### src/rtl/alarm_clock_pkg.sv
// Shared types and defaults for the multi-channel alarm clock.
// Holds the channel FSM encoding, the BCD digit type and the H:M validity check.
package alarm_clock_pkg;

    typedef enum logic [1:0] {
        ST_IDLE    = 2'd0,
        ST_RINGING = 2'd1,
        ST_SNOOZED = 2'd2
    } ch_state_e;

    typedef logic [3:0] bcd_t;

    localparam int DEF_N_ALARMS         = 4;
    localparam int DEF_TICK_DIV         = 10;
    localparam int DEF_SNOOZE_MIN       = 5;
    localparam int DEF_RING_TIMEOUT_MIN = 2;

    // True when h1h0:m1m0 is a legal 24-hour BCD time.
    function automatic logic hm_valid(input logic [1:0] h1, input bcd_t h0,
                                      input bcd_t m1, input bcd_t m0);
        return (h0 <= 4'd9) && (m1 <= 4'd5) && (m0 <= 4'd9) &&
               ((h1 < 2'd2) || ((h1 == 2'd2) && (h0 <= 4'd3)));
    endfunction

endpackage

### src/rtl/alarm_channel.sv
// One alarm channel: H:M alarm register, IDLE/RINGING/SNOOZED FSM, snooze and ring-timeout counters.
// ring_o is the registered state; ring_d_o is the next-state view used for the shared OR output.
module alarm_channel
    import alarm_clock_pkg::*;
#(
    parameter int SNOOZE_MIN       = DEF_SNOOZE_MIN,
    parameter int RING_TIMEOUT_MIN = DEF_RING_TIMEOUT_MIN
) (
    input  logic       clk,
    input  logic       rst_n,
    input  logic       al_on_i,
    input  logic       ld_alarm_i,
    input  logic [1:0] ld_h1_i,
    input  bcd_t       ld_h0_i,
    input  bcd_t       ld_m1_i,
    input  bcd_t       ld_m0_i,
    input  logic       ev_i,
    input  logic       roll_i,
    input  logic [1:0] now_h1_i,
    input  bcd_t       now_h0_i,
    input  bcd_t       now_m1_i,
    input  bcd_t       now_m0_i,
    input  logic       stop_i,
    input  logic       snooze_i,
    output logic       ring_o,
    output logic       ring_d_o
);

    logic [1:0] al_h1_q;
    bcd_t       al_h0_q, al_m1_q, al_m0_q;
    ch_state_e  state_q, state_d;
    logic [3:0] snz_q, snz_d, tmo_q, tmo_d;
    logic       hit;

    // ev_i only fires when the new time has seconds at 00, so H:M equality is the whole trigger.
    assign hit = al_on_i && ev_i &&
                 ({now_h1_i, now_h0_i, now_m1_i, now_m0_i} == {al_h1_q, al_h0_q, al_m1_q, al_m0_q});

    always_comb begin
        state_d = state_q;
        snz_d   = snz_q;
        tmo_d   = tmo_q;
        if (!al_on_i) begin
            state_d = ST_IDLE;
        end else begin
            case (state_q)
                ST_IDLE: begin
                    if (hit) begin
                        state_d = ST_RINGING;
                        tmo_d   = 4'(RING_TIMEOUT_MIN);
                    end
                end
                ST_RINGING: begin
                    if (stop_i) begin
                        state_d = ST_IDLE;
                    end else if (snooze_i) begin
                        state_d = ST_SNOOZED;
                        snz_d   = 4'(SNOOZE_MIN);
                    end else if (roll_i) begin
                        tmo_d = tmo_q - 4'd1;
                        if (tmo_q == 4'd1) state_d = ST_IDLE;
                    end
                end
                ST_SNOOZED: begin
                    if (stop_i) begin
                        state_d = ST_IDLE;
                    end else if (hit) begin
                        state_d = ST_RINGING;
                        tmo_d   = 4'(RING_TIMEOUT_MIN);
                    end else if (roll_i) begin
                        snz_d = snz_q - 4'd1;
                        if (snz_q == 4'd1) begin
                            state_d = ST_RINGING;
                            tmo_d   = 4'(RING_TIMEOUT_MIN);
                        end
                    end
                end
                default: state_d = ST_IDLE;
            endcase
        end
    end

    always_ff @(posedge clk or negedge rst_n) begin
        if (!rst_n) begin
            state_q <= ST_IDLE;
            snz_q   <= 4'd0;
            tmo_q   <= 4'd0;
        end else begin
            state_q <= state_d;
            snz_q   <= snz_d;
            tmo_q   <= tmo_d;
        end
    end

    always_ff @(posedge clk or negedge rst_n) begin
        if (!rst_n) begin
            al_h1_q <= 2'd0;
            al_h0_q <= 4'd0;
            al_m1_q <= 4'd0;
            al_m0_q <= 4'd0;
        end else if (ld_alarm_i) begin
            al_h1_q <= ld_h1_i;
            al_h0_q <= ld_h0_i;
            al_m1_q <= ld_m1_i;
            al_m0_q <= ld_m0_i;
        end
    end

    assign ring_o   = (state_q == ST_RINGING);
    assign ring_d_o = (state_d == ST_RINGING);

endmodule

### src/rtl/multi_alarm_clock.sv
// 24-hour BCD clock with prescaler, validated time/alarm loading and N independent alarm channels.
// Time and Alarm outputs are registers; alarms ring the cycle after the minute rollover or load that matches.
module multi_alarm_clock
    import alarm_clock_pkg::*;
#(
    parameter int N_ALARMS         = DEF_N_ALARMS,
    parameter int TICK_DIV         = DEF_TICK_DIV,
    parameter int SNOOZE_MIN       = DEF_SNOOZE_MIN,
    parameter int RING_TIMEOUT_MIN = DEF_RING_TIMEOUT_MIN,
    localparam int SEL_W = (N_ALARMS > 1) ? $clog2(N_ALARMS) : 1,
    localparam int PW    = $clog2(TICK_DIV)
) (
    input  logic                clk,
    input  logic                reset,
    input  logic [1:0]          H_in1,
    input  logic [3:0]          H_in0,
    input  logic [3:0]          M_in1,
    input  logic [3:0]          M_in0,
    input  logic                LD_time,
    input  logic                LD_alarm,
    input  logic [SEL_W-1:0]    alarm_sel,
    input  logic [N_ALARMS-1:0] AL_ON,
    input  logic                STOP_al,
    input  logic                SNOOZE,
    output logic [N_ALARMS-1:0] Alarm,
    output logic                alarm_any,
    output logic [1:0]          H_out1,
    output logic [3:0]          H_out0,
    output logic [3:0]          M_out1,
    output logic [3:0]          M_out0,
    output logic [3:0]          S_out1,
    output logic [3:0]          S_out0
);

    logic [PW-1:0]       presc_q, presc_d;
    logic [1:0]          h1_q, h1_d;
    bcd_t                h0_q, h0_d, m1_q, m1_d, m0_q, m0_d, s1_q, s1_d, s0_q, s0_d;
    logic                tick, ld_ok, ld_time_ok, roll, ev;
    logic                alarm_any_q;
    logic [N_ALARMS-1:0] ring_d;

    assign tick       = (presc_q == PW'(TICK_DIV - 1));
    assign ld_ok      = hm_valid(H_in1, H_in0, M_in1, M_in0);
    assign ld_time_ok = LD_time && ld_ok;

    always_comb begin
        presc_d = tick ? '0 : presc_q + 1'b1;
        h1_d = h1_q; h0_d = h0_q; m1_d = m1_q; m0_d = m0_q; s1_d = s1_q; s0_d = s0_q;
        roll = 1'b0;
        ev   = 1'b0;
        if (ld_time_ok) begin
            h1_d = H_in1; h0_d = H_in0; m1_d = M_in1; m0_d = M_in0;
            s1_d = 4'd0;  s0_d = 4'd0;
            presc_d = '0;
            ev = 1'b1;
        end else if (tick) begin
            if (s0_q != 4'd9) begin
                s0_d = s0_q + 4'd1;
            end else begin
                s0_d = 4'd0;
                if (s1_q != 4'd5) begin
                    s1_d = s1_q + 4'd1;
                end else begin
                    s1_d = 4'd0;
                    roll = 1'b1;
                    ev   = 1'b1;
                    if (m0_q != 4'd9) begin
                        m0_d = m0_q + 4'd1;
                    end else begin
                        m0_d = 4'd0;
                        if (m1_q != 4'd5) begin
                            m1_d = m1_q + 4'd1;
                        end else begin
                            m1_d = 4'd0;
                            if ((h1_q == 2'd2) && (h0_q == 4'd3)) begin
                                h1_d = 2'd0;
                                h0_d = 4'd0;
                            end else if (h0_q == 4'd9) begin
                                h0_d = 4'd0;
                                h1_d = h1_q + 2'd1;
                            end else begin
                                h0_d = h0_q + 4'd1;
                            end
                        end
                    end
                end
            end
        end
    end

    always_ff @(posedge clk or negedge reset) begin
        if (!reset) begin
            presc_q <= '0;
            h1_q <= 2'd0; h0_q <= 4'd0; m1_q <= 4'd0; m0_q <= 4'd0; s1_q <= 4'd0; s0_q <= 4'd0;
            alarm_any_q <= 1'b0;
        end else begin
            presc_q <= presc_d;
            h1_q <= h1_d; h0_q <= h0_d; m1_q <= m1_d; m0_q <= m0_d; s1_q <= s1_d; s0_q <= s0_d;
            alarm_any_q <= |ring_d;
        end
    end

    // Channels compare against the post-update time so a load-triggered match rings like a rollover.
    for (genvar i = 0; i < N_ALARMS; i++) begin : g_ch
        alarm_channel #(
            .SNOOZE_MIN       (SNOOZE_MIN),
            .RING_TIMEOUT_MIN (RING_TIMEOUT_MIN)
        ) u_ch (
            .clk        (clk),
            .rst_n      (reset),
            .al_on_i    (AL_ON[i]),
            .ld_alarm_i (LD_alarm && ld_ok && (alarm_sel == SEL_W'(i))),
            .ld_h1_i    (H_in1),
            .ld_h0_i    (H_in0),
            .ld_m1_i    (M_in1),
            .ld_m0_i    (M_in0),
            .ev_i       (ev),
            .roll_i     (roll),
            .now_h1_i   (h1_d),
            .now_h0_i   (h0_d),
            .now_m1_i   (m1_d),
            .now_m0_i   (m0_d),
            .stop_i     (STOP_al),
            .snooze_i   (SNOOZE),
            .ring_o     (Alarm[i]),
            .ring_d_o   (ring_d[i])
        );
    end

    assign alarm_any = alarm_any_q;
    assign H_out1 = h1_q;
    assign H_out0 = h0_q;
    assign M_out1 = m1_q;
    assign M_out0 = m0_q;
    assign S_out1 = s1_q;
    assign S_out0 = s0_q;

endmodule

### config.mk
export PLATFORM = sky130hd
export DESIGN_NAME = multi_alarm_clock
export DESIGN_NICKNAME = d
export VERILOG_FILES = /design/src/rtl/alarm_clock_pkg.sv /design/src/rtl/alarm_channel.sv /design/src/rtl/multi_alarm_clock.sv
export SDC_FILE = /design/constraint.sdc
export NUM_CORES = 1
export LEC_CHECK = 0
export ABC_AREA = 0
export CAP_MARGIN = 20
export CELL_PAD_IN_SITES_DETAIL_PLACEMENT = 1
export CELL_PAD_IN_SITES_GLOBAL_PLACEMENT = 2
export CORE_AREA = 2 2 138 140
export CTS_CLUSTER_DIAMETER = 200
export DETAILED_ROUTE_END_ITERATION = 16
export DIE_AREA = 0 0 140 142
export PLACE_DENSITY = 0.88
export SETUP_SLACK_MARGIN = 0.5
export SLEW_MARGIN = 20
export SYNTH_ARGS = -nofsm -noshare
export SYNTH_HDL_FRONTEND = slang
export SYNTH_HIERARCHICAL = 1
export SYNTH_SLANG_ARGS = --single-unit
### constraint.sdc
create_clock -name clk -period 5.3 [get_ports clk]
set_input_delay 1.06 -clock clk [delete_from_list [all_inputs] [get_ports clk]]
set_output_delay 1.06 -clock clk [all_outputs]
set_load 0.005 [all_outputs]
* Yosys cells after proc, flatten, opt, wreduce, memory -nomap -nowiden
Cells that the tools add are included.
** Storage, ports and cells
- Word-level logic and storage cells :: 316
- Latch bits :: 0
- Output and inout port bits :: 27
- Memories kept :: 0
- Input port bits :: 26
- ROM bits :: 0
- Register bits after elaboration :: 123
- Memory bits (writable) :: 0
** Operators by class
- Equal/unequal tests :: 77
- Reduce and logical (&&, ||, !) cells :: 44
- Bitwise logic cells :: 0
- Shift-type cells :: 0
- Divide/modulo/power cells :: 0
- $lt $le $gt $ge :: 5
- Mux-type cells :: 139
- Add/sub/neg operators :: 15
- Multiply operators :: 0
** Operator list (number)
- two-way mux 4 bit :: 74
- two-way mux 2 bit :: 48
- equality test 14 bit :: 4
- != test 2 bit, second input constant :: 27
- one-hot mux 4 bit (3 select lines) :: 4
- AND reduction 9 bit :: 4
- equality test 4 x 1 -> 1 bit, second input constant :: 8
- one-hot mux 4 bit (2 select lines) :: 4
- subtractor 4 x 1 -> 4 bit, second input constant :: 8
- AND reduction 7 bit :: 4
- adder 4 x 1 -> 4 bit, second input constant :: 6
- one-hot mux 2 bit (3 select lines) :: 4
- logical AND 1 bit :: 19
- equality test 2 x 1 -> 1 bit, second input constant :: 9
- equality test 2 bit, second input constant :: 8
- != test 3 x 1 -> 1 bit, second input constant :: 5
- != test 2 x 1 -> 1 bit, second input constant :: 6
- nonzero test 3 bit :: 4
- logical NOT 2 bit :: 5
- nonzero test 2 bit :: 5
- != test 3 x 2 -> 1 bit, second input constant :: 3
- equality test 4 bit, second input constant :: 2
- less-or-equal comparator 4 bit, second input constant :: 2
- != test 4 x 3 -> 1 bit, second input constant :: 2
- other kinds (10) :: 15

* Logic depth before layout (Yosys ltp)
- Depth after elaboration :: 17
- Gate-level depth with buffers :: 15
- Gate-level depth less buffers :: 12

* Hierarchy
The synthesis kept the hierarchy.
** Modules (own cells, without submodules)
- alarm_channel at g_ch[1].u_ch ... :: instances 3, cells an instance 133, seq. area each 600.6 um2, area each 1405.1 um2
- multi_alarm_clock :: instances 1, cells an instance 187, seq. area each 675.6 um2, area each 1622.8 um2
- alarm_channel at g_ch[0].u_ch :: instances 1, cells an instance 122, seq. area each 600.6 um2, area each 1365.1 um2

* Worst setup path after synthesis
OpenSTA, ideal clock, no wires.
- Kind :: in2reg
- From :: in M_in0[1]
- To :: reg alarm_any_q, in the netlist alarm_any
- Slack :: 1.552 ns
- Data arrival time :: 3.609 ns
- Buffers on the path :: 2
- Library setup time :: 0.139 ns
- Stages :: 12
- Required time :: 5.161 ns
- Path through :: o21ai_0 > and4_1 > and2_1 > clkbuf_1 > clkbuf_1 > nor2_1 > inv_1 > nor4b_1 > nor4_1 > o21ai_0 > a21oi_1 > or4_1
** On the way
- Elaborated cells between the ends (all ways) :: 63
- Classes of those cells :: 1 x order compare; 8 x eq/ne; 42 x mux; 12 x reduce/logical
** RTL lines
- from (decl) :: line multi_alarm_clock.sv:18 : input logic [3:0] M_in0,
- less-or-equal comparator 4 bit (*) :: line alarm_clock_pkg.sv:21 : return (h0 <= 4'd9) && (m1 <= 4'd5) && (m0 <= 4'd9) &&
- logical AND 1 bit (*) (2 in series) :: line alarm_clock_pkg.sv:21
- logical AND 1 bit (*) :: line multi_alarm_clock.sv:44 : assign ld_time_ok = LD_time && ld_ok;
- two-way mux 1 bit (*) :: line multi_alarm_clock.sv:51 : if (ld_time_ok) begin
- named net roll :: line multi_alarm_clock.sv:38 : logic tick, ld_ok, ld_time_ok, roll, ev;
- two-way mux 2 bit (on tied branches) :: line alarm_channel.sv:70, alarm_channel.sv:59
- two-way mux 2 bit (on tied branches) :: line alarm_channel.sv:67, alarm_channel.sv:56
- two-way mux 2 bit (on tied branches) :: line alarm_channel.sv:65, alarm_channel.sv:54
- one-hot mux 2 bit (3 select lines) (*) :: line alarm_channel.sv:46 : case (state_q)
- two-way mux 2 bit (*) :: line alarm_channel.sv:43 : if (!al_on_i) begin
- equality test 2 x 1 -> 1 bit (*) :: line alarm_channel.sv:110 : assign ring_d_o = (state_d == ST_RINGING);
- named net ring_d[1] :: line multi_alarm_clock.sv:40 : logic [N_ALARMS-1:0] ring_d;
- OR reduction 4 bit (*) :: line multi_alarm_clock.sv:99 : alarm_any_q <= |ring_d;
- to (signal assigned) :: line multi_alarm_clock.sv:99
- to (decl) :: line multi_alarm_clock.sv:39 : logic alarm_any_q;
Mark *: on every way through the listed nets, which the timed path passes. The rest lies on a longest branch.
A chain may end at the register's enable or synchronous reset.

* Worst setup path after layout
- From :: in M_in0[1]
- To :: reg g_ch[0].u_ch.state_q[1]
** On the way
- Longest elaborated chain between the ends :: 11
- Elaborated cells between the ends (all ways) :: 22
- Classes of those cells :: 1 x order compare; 1 x eq/ne; 15 x mux; 5 x reduce/logical
** RTL lines
- less-or-equal comparator 4 bit (*) :: line alarm_clock_pkg.sv:21
- logical AND 1 bit (*) (2 in series) :: line alarm_clock_pkg.sv:21
- logical AND 1 bit (*) :: line multi_alarm_clock.sv:44
- two-way mux 4 bit (*) :: line multi_alarm_clock.sv:51
- named net m1_d[1] :: line multi_alarm_clock.sv:37 : bcd_t h0_q, h0_d, m1_q, m1_d, m0_q, m0_d, s1_q, s1_d, s0_q, s0_d;
- equality test 14 bit (*) :: line alarm_channel.sv:37 : ({now_h1_i, now_h0_i, now_m1_i, now_m0_i} == {al_h1_q, al_h0_q, al_m1_q, al_m0_q});
- logical AND 1 bit (*) :: line alarm_channel.sv:36 : assign hit = al_on_i && ev_i &&
- two-way mux 2 bit :: line alarm_channel.sv:67 : end else if (hit) begin
- two-way mux 2 bit :: line alarm_channel.sv:65 : if (stop_i) begin
- one-hot mux 2 bit (3 select lines) (*) :: line alarm_channel.sv:46
- two-way mux 2 bit (*) :: line alarm_channel.sv:43
- named net g_ch[0].u_ch.state_d[1] :: line alarm_channel.sv:31 : ch_state_e state_q, state_d;
- to (signal assigned) :: line alarm_channel.sv:89 : state_q <= state_d;
- to (decl) :: line alarm_channel.sv:31
Marks and branches as above.

==> impl_metrics.toml <==
[worst_hold_path]
hp-class = "reg -> reg"
whs_endpoint = "g_ch[0].u_ch/snz_q[3]$_DFFE_PN0P_"
min_from = "g_ch[0].u_ch/snz_q[3]$_DFFE_PN0P_"
hold_depth = 1

[status]
violations = "DRC"
outcome = "finished, violations left"

[place]
pre_cts_slack_ns = 0.5559
dpl.hpwl_um = 14740
gp_congestion = 0.7858
portBuffers = 52

[global_route]
grt_pass1_vias = 6256
grt_start_max_net_pins = 46
antenna_found_initial = 0
grt.total_usage = 0.2185
grt_overflow = 0
grt_pass1_wl_um = 33950

[yosys]
ys_warn_count = 6
yosysTopAreaCell = "dfrtp_1"
synth_top_area_share = 0.4273
netlist_top_cells_area = "dfrtp_1 43%, mux2_2 8.8%, xor2_1 7.2%, ha_1 4.3%, a21oi_1 2.8%"
async_flop_share = 1.000
ys_seq_elements = 123
syn-num-nets = 759
synth.avg_cell_area_um2 = 10.17
ys_types = 59
seq_area_frac_synth = 0.4273
synth_ff_type = "dfrtp_1"
synth_edf_count = 0
synthCells = 708
syn_area_um2 = 7203

[setup_path]
r2r_slack_ns = 1.03
path_class = "in -> reg"
cp-start-kind = "input pin"
r2r_end = "g_ch[0].u_ch/state_q[1]$_DFF_PN0_"
critPathCaptureType = "register"
crit_fanout = 23
reg2reg_from = "S_out0[1]$_DFFE_PN0P_"
r2r.worst_path.cells = 13
crit_required_ns = 5.56
arrival_ns = 4.78

[timing]
setup_violations = 0
relSlewSlack = 0.3240
worst_pin_slew_ns = 1.011
max_freq_mhz = 221.5
finalCritPeriodShare = 0.8518
drv_slew = 0
worst_slack_ns = 0.7854
rsz0062_at_grt = "no"
min_period_ns = 4.515
hold_violations = 0
finalSetupTns_ns = 0
skew_ns = 0.009828

[cts]
cts_setup_buffers = 0
clk_pin_slew_ns = 0.06
hold_buffers = 0
cts_tree = "done"
clockBufferDepth = 2
clkLatencyLatePin_ns = 0.43
cts.htree.levels = 4
cts.sinks = 123
cts-buffers-inserted = 17
cts_resized = 0
cts_root_buf = "clkbuf_16"

[pwr]
power.density_nw_per_um2 = 364.9
ir_drop_uv = 251.1
power.leakage_nw = 3.771

[cells_and_area]
drive_gt1_frac = 0.1726
fillCellCount = 2000
syn_to_final_growth_pct = 19.87
num_antenna_cells = 0
layout_commonest_cell = "dfrtp_1"
final_cell_mix = "123 x dfrtp_1, 59 x xor2_1, 56 x mux2_2"
layout.nets = 826
fin_util = 0.4679

[die]
core_um2 = 18460
die_w_um = 140
dieArea_um2 = 19880
ioPinCount = 53
die_h_um = 142
start_util = 0.3903
rows = 50

[route]
drc_errors = 5
drt_iter0_drc = 383
vias = 5746
first_pass_iters = 11
drt_wl_total_um = 20800
antenna_left = 0
viasPerCell = 5.622
wl_per_cell_um = 20.35

[job]
cap_violations = 0
==> cell usage after synthesis (5+ instances only) <==
library cell and instances:
dfrtp_1 123, xor2_1 59, mux2_2 56, nor2_1 44, a21oi_1 41, inv_1 41, nand2_1 36, o21ai_0 34
ha_1 25, nor2b_1 18, nand3_1 17, nor3_1 17, nor4b_1 13, nand4_1 12, nor4_1 12, or3_1 10
a31oi_1 9, and2_1 8, clkbuf_1 8, nand2b_1 8, nand3b_1 8, buf_4 7, o221a_2 6, or4_1 6
a41oi_1 5
==> power by group <==
group | total [mW] | internal [mW] | leakage (nW) | switching, mW
combinational | 0.705 | 0.339 | 1.96 | 0.366
clock | 1.22 | 0.752 | 0.292 | 0.463
sequential | 1.23 | 1.08 | 1.52 | 0.148
==> kinds of logic (layout without fill, tap and decap cells) <==
logic type | after synthesis | after routing | synth area share
simple gates | 236 | 236 | 0.1907
flops | 123 | 123 | 0.4273
fa+ha+maj | 25 | 25 | 0.04343
compound gates | 138 | 138 | 0.1282
buf+inv | 64 | 144 | 0.04186
mux | 60 | 60 | 0.09310
xor+xnor | 62 | 62 | 0.07539
==> metrics by stage <==
stage / hold slack [ns] / total power, mW / std cells / cell area (um2)
2_1_floorplan: 0.4402 / 1.604 / 708 / 7203
3_3_place_gp: 0.4624 / 1.895 / 990 / 8024
3_5_place_dp: 0.4735 / 1.937 / 990 / 8024
4_1_cts: 0.5015 / 3.165 / 1022 / 8635
5_1_grt: 0.5154 / 3.295 / 1022 / 8635
6_report: 0.4993 / 3.150 / 1022 / 8635
==> worst max-delay path: stages <==
cell and delay (ns):
clkdlybuf4s50_1 0.61, o21ai_0 0.19, and4_1 0.26, and2_1 0.18, buf_4 0.22, o21ai_0 0.76
xor2_1 0.16, nor3_1 0.52, a41oi_1 0.41, a22oi_1 0.32, nor3b_1 0.09
==> final cells by class <==
| type | count | area, um2 | area share |
|---|---|---|---|
| Clock buffer | 18 | 439.2 | 0.05086 |
| Clock inverter | 14 | 171.4 | 0.01985 |
| Multi-Input combinational cell | 521 | 3839 | 0.4446 |
| Tap cell | 234 | 292.8 | 0.03391 |
| Inverter | 41 | 153.9 | 0.01782 |
| Timing Repair Buffer | 71 | 660.6 | 0.07651 |
| Sequential cell | 123 | 3078 | 0.3565 |
==> per-layer routing <==
| metal | global-route usage | wire, um |
|---|---|---|
| met4 | 0.06699 | 290 |
| met1 | 0.2796 | 9234 |
| met5 | 0 | 0 |
| met3 | 0.03802 | 742 |
| met2 | 0.3806 | 10530 |
==> worst max path at each step <==
| stage | startpoint | end | slack, ns |
|---|---|---|---|
| 2_1_floorplan | M_in0[1] | alarm_any$_DFF_PN0_ | 1.55 |
| 3_3_place_gp | H_in0[3] | alarm_any$_DFF_PN0_ | 0.59 |
| 3_5_place_dp | H_in0[3] | alarm_any$_DFF_PN0_ | 0.56 |
| 4_1_cts | M_in0[1] | g_ch[0].u_ch/state_q[1]$_DFF_PN0_ | 0.88 |
| 5_1_grt | M_in0[1] | alarm_any$_DFF_PN0_ | 0.66 |
| 6_report | M_in0[1] | g_ch[0].u_ch/state_q[1]$_DFF_PN0_ | 0.79 |
==> state kept, by name, indices dropped and copies added (netlist names), 8 cells and up <==
name and flops:
g_ch.u_ch/state_q 8, g_ch.u_ch/al_h1_q 8, g_ch.u_ch/al_m0_q 16, g_ch.u_ch/al_m1_q 16
g_ch.u_ch/snz_q 16, g_ch.u_ch/al_h0_q 16, g_ch.u_ch/tmo_q 16
No activity file was read; power rests on OpenSTA's default activity.
